File: src/rtl/imem_fetch_ctrl.sv
`default_nettype none
// ============================================================================
// Module      : imem_fetch_ctrl
// Description : Instruction-fetch controller. Owns the fetch PC, fetches one
//               word per cycle into a prefetch FIFO and hands words to decode
//               over valid/ready. Supports redirect flush and halt.
// Revision    : 1.0 - initial release
// ============================================================================
module imem_fetch_ctrl #(
   parameter int          DEPTH    = 2,
   parameter logic [31:0] RESET_PC = 32'h0000_0000
) (
   input  logic                     CLK,
   input  logic                     RST,
   output logic [31:0]              IMEM_ADDR,
   input  logic [31:0]              IMEM_INST,
   output logic                     IF_VALID,
   input  logic                     IF_READY,
   output logic [31:0]              IF_INST,
   output logic [31:0]              IF_PC,
   input  logic                     REDIRECT,
   input  logic [31:0]              REDIRECT_PC,
   input  logic                     HALT,
   output logic [$clog2(DEPTH):0]   FIFO_LVL,
   output logic [31:0]              FETCH_CNT
);

   localparam int             AW       = $clog2(DEPTH);
   localparam int             LW       = AW + 1;
   localparam logic [LW-1:0]  FULL_LVL = LW'(DEPTH);

   logic [31:0]   pc_q,  pc_d;
   logic [31:0]   cnt_q, cnt_d;
   logic [LW-1:0] lvl_q, lvl_d;
   logic [AW-1:0] wr_ptr_q, wr_ptr_d;
   logic [AW-1:0] rd_ptr_q, rd_ptr_d;
   logic [31:0]   pc_mem_q   [DEPTH];
   logic [31:0]   pc_mem_d   [DEPTH];
   logic [31:0]   inst_mem_q [DEPTH];
   logic [31:0]   inst_mem_d [DEPTH];

   logic          not_empty;
   logic          pop;
   logic          push;

   assign not_empty = (lvl_q != '0);
   assign pop       = not_empty & IF_READY;
   // A pop in the same cycle frees a slot, so a full FIFO can still accept.
   assign push      = ~REDIRECT & ~HALT & ((lvl_q != FULL_LVL) | pop);

   always_comb begin
      pc_d       = pc_q;
      cnt_d      = cnt_q;
      lvl_d      = lvl_q;
      wr_ptr_d   = wr_ptr_q;
      rd_ptr_d   = rd_ptr_q;
      pc_mem_d   = pc_mem_q;
      inst_mem_d = inst_mem_q;

      if (REDIRECT) begin
         pc_d     = REDIRECT_PC & ~32'h0000_0003;
         lvl_d    = '0;
         wr_ptr_d = '0;
         rd_ptr_d = '0;
      end else begin
         if (push) begin
            pc_mem_d[wr_ptr_q]   = pc_q;
            inst_mem_d[wr_ptr_q] = IMEM_INST;
            wr_ptr_d             = wr_ptr_q + 1'b1;
            pc_d                 = pc_q + 32'd4;
            cnt_d                = cnt_q + 32'd1;
         end
         if (pop) begin
            rd_ptr_d = rd_ptr_q + 1'b1;
         end
         if (push && !pop) begin
            lvl_d = lvl_q + 1'b1;
         end else if (pop && !push) begin
            lvl_d = lvl_q - 1'b1;
         end
      end
   end

   always_ff @(posedge CLK or posedge RST) begin
      if (RST) begin
         pc_q     <= RESET_PC;
         cnt_q    <= '0;
         lvl_q    <= '0;
         wr_ptr_q <= '0;
         rd_ptr_q <= '0;
         for (int i = 0; i < DEPTH; i++) begin
            pc_mem_q[i]   <= '0;
            inst_mem_q[i] <= '0;
         end
      end else begin
         pc_q       <= pc_d;
         cnt_q      <= cnt_d;
         lvl_q      <= lvl_d;
         wr_ptr_q   <= wr_ptr_d;
         rd_ptr_q   <= rd_ptr_d;
         pc_mem_q   <= pc_mem_d;
         inst_mem_q <= inst_mem_d;
      end
   end

   // Head is driven from storage only; an empty FIFO presents zeros.
   assign IMEM_ADDR = pc_q;
   assign IF_VALID  = not_empty;
   assign IF_PC     = not_empty ? pc_mem_q[rd_ptr_q]   : 32'h0;
   assign IF_INST   = not_empty ? inst_mem_q[rd_ptr_q] : 32'h0;
   assign FIFO_LVL  = lvl_q;
   assign FETCH_CNT = cnt_q;

endmodule
`default_nettype wire

File: config.mk
export PLATFORM = sky130hd
export DESIGN_NAME = imem_fetch_ctrl
export DESIGN_NICKNAME = d
export VERILOG_FILES = /design/src/rtl/imem_fetch_ctrl.sv
export SDC_FILE = /design/constraint.sdc
export NUM_CORES = 1
export LEC_CHECK = 0
export BUFFER_PORTS_ARGS = -buffer_cell sky130_fd_sc_hd__buf_2
export CORE_ASPECT_RATIO = 1.75
export CORE_MARGIN = 4
export CORE_UTILIZATION = 35
export DETAILED_ROUTE_END_ITERATION = 8
export SLEW_MARGIN = 20
export SYNTH_ARGS = -nofsm -noshare
export SYNTH_HDL_FRONTEND = slang
export SYNTH_SLANG_ARGS = --single-unit
File: constraint.sdc
create_clock -name CLK -period 5.7 [get_ports CLK]
set_clock_uncertainty 0.15 [all_clocks]
set_input_delay 0.855 -clock CLK [delete_from_list [all_inputs] [get_ports CLK]]
set_output_delay 0.855 -clock CLK [all_outputs]
set_load 0.01 [all_outputs]
==> results of run 1 <==
-- area by class of cell --
type | count | area [sq um]
inverter | 9 | 37.5
clock buffer | 18 | 439
clock inverter | 14 | 180
multi-input combinational | 523 | 3940
timing repair buffer | 200 | 1030
tap | 312 | 390
antenna | 2 | 5.00
sequential | 190 | 4760
fill | 2380 | 14000
-- synth_stat cells, drive strengths merged --
cell type	n	share of area, %
or2	1	0.070
mux2i	63	7.1
nand3	28	1.6
nand3b	4	0.34
and2	4	0.28
or4b	1	0.11
o31a	3	0.30
nor2	80	3.4
nor4	3	0.38
o211ai	2	0.17
a21oi	3	0.17
nand2	64	2.7
conb	1	0.042
or3b	1	0.099
a211oi	2	0.17
a31oi	2	0.14
o21ai	30	1.7
clkbuf	16	0.68
nor2b	7	0.49
or3	2	0.14
nor3	6	0.52
a311oi	1	0.099
inv	9	0.38
nand4	16	1.3
ha	2	0.28
nor3b	3	0.38
mux2	121	15
and3	8	0.56
dfrtp	190	53
o31ai	2	0.17
xnor2	31	3.1
o311ai	2	0.20
buf	24	1.5
and4	7	0.69
xor2	20	2.0
-- sequential cells by signal, summed over array words and instances (netlist names) --
name	flops
FETCH_CNT	32
FIFO_LVL	2
IMEM_ADDR	30
inst_mem_q	64
pc_mem_q	60
rd_ptr_q	1
wr_ptr_q	1
-- power by group --
group	switching, W	internal, W	total (W)
logic	0.000325	0.000375	0.000701
clock network	0.000549	0.000712	0.00126
registers	0.000196	0.00163	0.00183
total	0.00107	0.00272	0.00379
-- how the worst min path moves through the flow --
stage | cells after the start | slack (ns) | to
after floorplan | 2 | 0.30 | pc_mem_q[15]
after global placement | 1 | 0.31 | FETCH_CNT[31]
after detailed placement | 1 | 0.32 | FETCH_CNT[31]
after CTS | 1 | 0.33 | FETCH_CNT[31]
after global routing | 1 | 0.36 | FETCH_CNT[12]
final | 1 | 0.32 | FETCH_CNT[31]
-- routing by layer --
layer  vias to the layer above  GRT usage [%]  part of all wire [%]  routed length [um]
met2                       142           30.2                    53               12000
met5                         -              0                     0                   0
met1                      3183           18.6                    39                8780
li1                       3005              -                     -                   -
met3                        28           4.29                   4.9                1110
met4                         0           6.55                   2.7                 603
-- critical path, stage by stage, from the launching register on --
cell and delay (ns):
dfrtp_4 0.88, buf_4 0.61, mux2i_1 0.27, nor2_1 0.07
buf_2 0.18
-- cells by family after synthesis --
kind of cell / count (synthesis) / share of synthesized area [%]
fa+ha+maj: 2 / 0.281
simple gates: 235 / 13.1
other cells: 1 / 0.0422
flops: 190 / 53.5
xor+xnor: 51 / 5.02
mux: 184 / 22.4
compound gates: 47 / 3.10
buf+inv: 49 / 2.59
-- per-stage QoR --
stage / hold slack (ns) / utilization [%] / area (sq um) / power, W
2_1_floorplan: 0.300 / - / 8910 / 0.00231
3_3_place_gp: 0.309 / 40.9 / 10200 / 0.00254
3_5_place_dp: 0.317 / 40.9 / 10200 / 0.00257
4_1_cts: 0.327 / 43.4 / 10800 / 0.00386
5_1_grt: 0.356 / 43.4 / 10800 / 0.00402
6_report: 0.322 / 43.4 / 10800 / 0.00379
==> run_results.csv, run 1 <==
group,metric,value,unit
run_status,outcome,"completed",
global_routing,grt_max_degree,130,
global_routing,antenna_found_initial,3,
global_routing,grt_pass1_vias,6781,
clock_tree,cts_sinks,190,
global_routing,grtUsageTotal,16.7,%
timing,grt_setup_unrepaired,"no",
power_and_ir_drop,power.density,351,nW/um^2
global_routing,grt_overflow,0,
clock_tree,cts_tree,"built",
critical_path,crit_end,"IF_INST[12]",
floorplan,die-height,219,um
global_routing,grt_pass1_wl,36.4,mm
min_path,hold_start,"FETCH_CNT[31]",
floorplan,initial_core_util,35.8,%
min_path,hp-class,"reg -> reg",
clock_tree,cts_made_buffers,17,
timing,worst_slew_pin_slew,0.993,ns
synth,ys_seq_elements,190,
final_layout,instances_no_fill,1268,
drt,firstDrtPassIters,6,
synth,synth_seq_area_share,53.5,%
critical_path,critPathLaunch,"rd_ptr_q",
timing,fin_ws,2.22,ns
synth,syn_inst,759,
floorplan,coreArea,24800,sq um
floorplan,die_area,28100,sq um
timing,tns,0,ns
critical_path,timing.rr.end,"inst_mem_q[29]",
drt,drt_iter0_drc,290,
critical_path,worstSetupEndpointType,"primary output",
clock_tree,hold_buffers,0,
timing,post-route-min-period,3.48,ns
timing,relSlewSlack,33.8,%
timing,report.final.slew_viol_count,0,
clock_tree,cts_max_level,4,
clock_tree,cts_resized,0,
final_layout,drive_gt1_share,38.5,%
drt,antenna_left,0,
floorplan,die-width,128,um
final_layout,final_common_cell,"buf_2",
clock_tree,postCtsSetupRepairBufs,0,
clock_tree,cts_max_path_buffers,2,
drt,drc_errors,0,
timing,setup_violations,0,
clock_tree,ctsRootBufferMaster,"clkbuf_16",
placement,dp_hpwl,15.5,mm
critical_path,r2r_cells,4,
synth,ys_types,43,
timing,finalCritPeriodShare,61.0,%
final_layout,layout_common_cells,"buf_2 (193), dfrtp_1 (189), mux2_2 (121)",
critical_path,cp_data_required_time,4.70,ns
critical_path,worst-setup-path-type,"reg -> out",
drt,routed_via_density,5.01,
timing,clock.fmax,288,MHz
critical_path,cp.arrival,2.47,ns
power_and_ir_drop,power.ir.vdd_worst,0.000228,V
synth,synth_area_per_cell,11.7,sq um
final_layout,fin_nets,1012,
drt,drt_wl_total,22.5,mm
synth,syn_area,8890,sq um
synth,yosysWarningCount,0,
critical_path,start_kind,"flop",
critical_path,cp_max_fo,33,
power_and_ir_drop,leakagePower,4.96,nW
floorplan,ios,200,
placement,io_buffers,193,
timing,hold_viol_final,0,
clock_tree,clkLatencyLatePin,0.45,ns
placement,gp_congestion,0.761,
critical_path,r2r_start,"FIFO_LVL[1]",
final_layout,synthToLayoutAreaGrowth,21.3,%
critical_path,rrSetupSlack,2.91,ns
placement,pre_cts_ws,2.39,ns
run,drv_cap,0,
drt,drt-wirelength-per-cell,17.7,um
placement,placed_cells,1234,
floorplan,row_count,76,
clock_tree,path_clk_slew,0.08,ns
drt,dr_total_vias,6358,
Power figures use the tool's default switching activity.
==> inputs of run 2 (changes only) <==
--- a/config.mk
+++ b/config.mk
@@ -5,6 +5,7 @@
 export SDC_FILE = /design/constraint.sdc
 export NUM_CORES = 1
 export LEC_CHECK = 0
+export ABC_AREA = 1
 export BUFFER_PORTS_ARGS = -buffer_cell sky130_fd_sc_hd__buf_2
 export CORE_ASPECT_RATIO = 1.75
 export CORE_MARGIN = 4
==> constraint.sdc (replaced) <==
create_clock -name CLK -period 3.35 [get_ports CLK]
set_clock_uncertainty 0.15 [all_clocks]
set_input_delay 0.5025 -clock CLK [delete_from_list [all_inputs] [get_ports CLK]]
set_output_delay 0.5025 -clock CLK [all_outputs]
set_load 0.01 [all_outputs]
==> run_results.csv, run 2 <==
group,metric,value,unit
synth,yosysWarningCount,0,
clock_tree,cts_max_level,4,
floorplan,initial_core_util,35.7,%
synth,synthSimpleGateAreaFrac,29.1,%
clock_tree,path_clk_slew,0.07,ns
power_and_ir_drop,power.ir.vdd_worst,0.000380,V
global_routing,grtUsageTotal,20.0,%
final_layout,layout_common_cells,"nand2_1 (557), buf_2 (193), dfrtp_1 (189)",
final_layout,final_common_cell,"nand2_1",
timing,tns,0,ns
critical_path,cp_max_fo,26,
drt,antenna_left,0,
global_routing,grt_pass1_vias,8984,
critical_path,timing.rr.end,"FIFO_LVL[0]",
synth,ys_types,30,
drt,firstDrtPassIters,5,
drt,routed_via_density,4.79,
synth,async_flop_share,100,%
synth,synth_ff_type,"dfrtp_1",
final_layout,regArea,4760,sq um
placement,dp_hpwl,22.3,mm
power_and_ir_drop,leakagePower,5.91,nW
floorplan,die-width,135,um
synth,synthXorXnorAreaFrac,1.60,%
synth,synth_compound_area_share,12.3,%
floorplan,row_count,80,
clock_tree,ctsRootBufferMaster,"clkbuf_16",
drt,drt-wirelength-per-cell,16.0,um
clock_tree,cts_sinks,190,
power_and_ir_drop,power,0.00715,W
run_status,outcome,"completed",
clock_tree,cts_tree,"built",
synth,yosys-top-cells-count,"nand2_1 (557), dfrtp_1 (190), o21ai_0 (134)",
timing,finalCritPeriodShare,81.7,%
floorplan,die-height,230,um
critical_path,worst-setup-path-type,"reg -> out",
placement,placed_cells,1881,
placement,gp_congestion,0.916,
run,drv_cap,0,
timing,setup_violations,0,
floorplan,die_area,30900,sq um
global_routing,grt_overflow,0,
synth,ys_seq_elements,190,
placement,io_buffers,193,
power_and_ir_drop,power.density,611,nW/um^2
final_layout,fillers,2913,
final_layout,multi_input_area,4290,sq um
synth,synth_fa_ha_area_share,0.255,%
global_routing,grt_pass1_wl,48.7,mm
final_layout,top_register,"inst_mem_q",
synth,syn_area,9830,sq um
synth,yosys.area.top_type,"dfrtp_1",
final_layout,synthToLayoutAreaGrowth,18.9,%
min_path,hp-class,"in -> async",
timing,grt_setup_unrepaired,"no",
clock_tree,cts_made_buffers,17,
critical_path,critPathLaunch,"FIFO_LVL[1]",
critical_path,r2r_start,"FIFO_LVL[0]",
critical_path,start_kind,"flop",
synth,syn_inst,1359,
synth,synth_top_family_by_area,"simple AND/OR/NAND/NOR gates",
synth,synth_area_per_cell,7.23,sq um
timing,post-route-min-period,2.74,ns
timing,worst_slew_pin_slew,0.838,ns
timing,clock.fmax,365,MHz
synth,synth_area_leaders,"dfrtp_1 (48%), nand2_1 (21%), o21ai_0 (6.8%), inv_1 (4.5%), nor2_1 (3.7%)",
drt,drt_wl_total,30.6,mm
critical_path,worstSetupEndpointType,"primary output",
clock_tree,cts_resized,0,
timing,hold_ws,0.0247,ns
final_layout,instances_no_fill,1914,
floorplan,ios,200,
critical_path,cp.arrival,2.09,ns
clock_tree,postCtsSetupRepairBufs,0,
synth,synth_top_area_share,48.4,%
synth,synth_seq_area_share,48.4,%
synth,muxShareOfSynthArea,0,%
synth,synth_edf_count,0,
drt,drt_iter0_drc,557,
timing,hold_viol_final,0,
drt,drc_errors,0,
synth,synth_most_common_cell,"nand2_1",
critical_path,r2r_cells,9,
global_routing,grt_max_degree,73,
timing,report.final.slew_viol_count,0,
final_layout,largest_reg_flops,64,
final_layout,fin_nets,1602,
critical_path,rrSetupSlack,1.18,ns
clock_tree,clkLatencyLatePin,0.45,ns
floorplan,coreArea,27500,sq um
global_routing,antenna_found_initial,1,
final_layout,drive_gt1_share,16.8,%
clock_tree,cts_max_path_buffers,2,
drt,dr_total_vias,9173,
clock_tree,hold_buffers,0,
critical_path,cp_data_required_time,2.70,ns
timing,relSlewSlack,44.1,%
-- run 2: layout make-up --
cell class | count | share of cell area [%]
sequential | 190 | 40.7
multi-input combinational | 990 | 36.7
timing repair buffer | 212 | 10.0
tap | 369 | 3.95
clock buffer | 20 | 3.91
inverter | 120 | 3.88
clock inverter | 12 | 0.867
antenna | 1 | 0.0214
-- run 2: power by group --
part	total (W)	switching (W)	leakage, nW	internal, W
registers	0.00328	0.000393	2.40	0.00288
clock network	0.00196	0.000948	0.264	0.00101
logic	0.00191	0.00121	3.25	0.000698
-- run 2: worst max path at each step --
| stage | endpoint | cells past startpoint |
|---|---|---|
| floorplan | FETCH_CNT[0] | 1 |
| finish | IF_PC[18] | 4 |
| global placement | IMEM_ADDR[9] | 7 |
| global route | IF_PC[19] | 4 |
| CTS | IF_PC[19] | 4 |
| detailed placement | IMEM_ADDR[9] | 7 |
-- run 2: critical path, cell delays in order, from the launching register on --
cell and delay (ns):
dfrtp_1 0.44, nor2_4 0.47, buf_4 0.41, a21oi_1 0.14
buf_2 0.17
-- run 2: kinds of logic after synthesis --
logic type                 count (synthesis)
AOI/OAI and AO/OA                        236
xor gates and xnor gates                  18
adders and majority gates                  2
buffers and inverters                    182
DFF                                      190
other                                      1
and+or+nand+nor                          730
-- run 2: layer usage --
| metal | routed length (um) | vias up | GRT usage (%) |
|---|---|---|---|
| li1 | - | 4610 | - |
| met1 | 11900 | 4259 | 23.1 |
| met2 | 16000 | 249 | 35.6 |
| met3 | 1620 | 53 | 3.70 |
| met4 | 1100 | 2 | 8.79 |
| met5 | 12 | - | 0 |
-- run 2: stage by stage --
stage	setup WS, ns	util, %	area, sq um
3_5_place_dp	0.992	40.4	11100
3_3_place_gp	1.01	40.4	11100
4_1_cts	0.559	42.5	11700
2_1_floorplan	0.249	-	9850
5_1_grt	0.488	42.5	11700
6_report	0.612	42.5	11700
==> inputs of run 3 (changes only) <==
==> constraint.sdc (replaced) <==
create_clock -name CLK -period 2.41 [get_ports CLK]
set_clock_uncertainty 0.15 [all_clocks]
set_input_delay 0.3615 -clock CLK [delete_from_list [all_inputs] [get_ports CLK]]
set_output_delay 0.3615 -clock CLK [all_outputs]
set_load 0.01 [all_outputs]
==> run_results.csv, run 3 (synthesis results as in run 2) <==
group,metric,value,unit
run_status,outcome,"completed",
floorplan,die-height,230,um
timing,report.final.slew_viol_count,0,
timing,hold_viol_final,0,
clock_tree,cts_tree,"built",
clock_tree,clkLatencyLatePin,0.44,ns
timing,clock.fmax,435,MHz
placement,placed_cells,1881,
final_layout,top_register,"inst_mem_q",
critical_path,cp_cell_sequence,"inv_2 > buf_12 > nand2_1 > a21oi_1 > buf_2",
clock_tree,postCtsSetupRepairBufs,0,
global_routing,antenna_found_initial,0,
floorplan,initial_core_util,35.7,%
clock_tree,path_clk_slew,0.07,ns
power_and_ir_drop,power,0.0101,W
drt,dr_total_vias,9252,
global_routing,grtUsageTotal,19.9,%
timing,post-route-min-period,2.30,ns
final_layout,largest_reg_flops,64,
drt,antenna_left,0,
final_layout,synthToLayoutAreaGrowth,20.7,%
final_layout,final_common_cell,"nand2_1",
critical_path,path_delay_family,"buffers and inverters",
clock_tree,cts_max_level,4,
global_routing,grt_pass1_vias,9021,
global_routing,grt_overflow,0,
drt,drt_iter0_drc,499,
drt,drt-wirelength-per-cell,15.8,um
min_path,hold-path-endpoint,"inst_mem_q[0]",
critical_path,cp.arrival,1.79,ns
clock_tree,ctsRootBufferMaster,"clkbuf_16",
power_and_ir_drop,leakagePower,5.99,nW
critical_path,rrSetupSlack,0.39,ns
floorplan,die-width,135,um
floorplan,row_count,80,
clock_tree,cts_made_buffers,17,
critical_path,cp.buffers_inverters,3,
global_routing,grt_pass1_wl,48.5,mm
power_and_ir_drop,power.ir.vdd_worst,0.000579,V
final_layout,drive_gt1_share,16.8,%
final_layout,layout_common_cells,"nand2_1 (557), buf_2 (193), dfrtp_1 (189)",
timing,grt_setup_unrepaired,"no",
drt,drt_wl_total,30.4,mm
clock_tree,cts_sinks,190,
drt,routed_via_density,4.81,
run,drv_cap,0,
min_path,hp-class,"in -> reg",
timing,finalCritPeriodShare,95.4,%
critical_path,cp_max_fo,36,
final_layout,fin_nets,1611,
critical_path,r2r_cells,8,
drt,firstDrtPassIters,5,
final_layout,instances_no_fill,1922,
placement,io_buffers,193,
timing,hold_ws,0.0337,ns
timing,setup_violations,0,
critical_path,r2r_start,"IMEM_ADDR[3]",
placement,dp_hpwl,22.0,mm
clock_tree,cts_max_path_buffers,2,
floorplan,ios,200,
critical_path,cpPeakStageDelay,0.43,ns
power_and_ir_drop,power.density,852,nW/um^2
final_layout,fillers,2882,
min_path,hold_depth,3,
critical_path,worst-setup-path-type,"reg -> out",
critical_path,timing.rr.end,"IMEM_ADDR[26]",
min_path,hold_start,"IMEM_INST[0]",
drt,drc_errors,0,
floorplan,die_area,30900,sq um
critical_path,start_kind,"flop",
placement,gp_congestion,0.932,
critical_path,worstSetupEndpointType,"primary output",
critical_path,cp_data_required_time,1.90,ns
final_layout,n_antenna_cell,0,
critical_path,cp_slowest_cell,"dfrtp_2",
global_routing,grt_max_degree,125,
floorplan,coreArea,27500,sq um
timing,worst_slew_pin_slew,0.666,ns
timing,relSlewSlack,55.5,%
==> run 3: what timing repair did <==
item,4_1_cts,5_1_grt
endpoints found under the setup margin,0,1
resized for setup,0,1
endpoints found under the hold margin,27,0
hold buffers,9,0
==> run 3: routing by layer <==
| metal | part of all wire (%) | GRT usage [%] | vias to the layer above |
|---|---|---|---|
| li1 | - | - | 4617 |
| met1 | 39 | 23.0 | 4320 |
| met2 | 51 | 34.8 | 252 |
| met3 | 4.7 | 3.63 | 63 |
| met4 | 4.7 | 10.4 | 0 |
| met5 | 0 | 0 | - |
==> run 3: stage by stage <==
| stage | setup TNS, ns | worst slack [ns] | cell area [sq um] | util [%] |
|---|---|---|---|---|
| after floorplan | -104.49 | -0.550 | 9850 | - |
| after global placement | 0 | 0.409 | 11200 | 40.6 |
| after detailed placement | 0 | 0.364 | 11200 | 40.6 |
| after CTS | 0 | 0.0392 | 11900 | 43.1 |
| after global routing | 0 | 0.0102 | 11900 | 43.1 |
| final | 0 | 0.110 | 11900 | 43.1 |
==> run 3: how the worst max path moves through the flow <==
stage,cells past startpoint,start,to
after floorplan,1,RST,FETCH_CNT[0]
after global placement,8,IMEM_ADDR[3],IMEM_ADDR[26]
after detailed placement,8,IMEM_ADDR[3],IMEM_ADDR[26]
final,5,rd_ptr_q,IF_PC[18]
after global routing,5,rd_ptr_q,IF_PC[27]
after CTS,5,rd_ptr_q,IF_PC[19]
==> run 3: layout make-up <==
cell class / instances / area [sq um] / area share [%]
inverters: 120 / 454 / 3.83
clock inverters: 12 / 134 / 1.13
repair buffers: 221 / 1310 / 11.1
multi-input cells: 990 / 4290 / 36.2
clock buffers: 20 / 457 / 3.85
flip-flops and latches: 190 / 4760 / 40.1
well taps: 369 / 462 / 3.89
==> run 3: worst reg2reg max path, cell delays in order, from the launching register on <==
cell,delay [ns]
dfrtp_1,0.41
ha_1,0.26
nand2_1,0.11
nor2_1,0.20
nand2_1,0.19
nor2_1,0.32
nand3_1,0.12
nand3_1,0.10
nand2_1,0.06
==> run 3: where the power goes <==
| group | switching (W) | total [W] | internal (W) |
|---|---|---|---|
| Clock | 0.00128 | 0.00287 | 0.00159 |
| Sequential | 0.000543 | 0.00455 | 0.00401 |
| Combinational | 0.00169 | 0.00268 | 0.000998 |
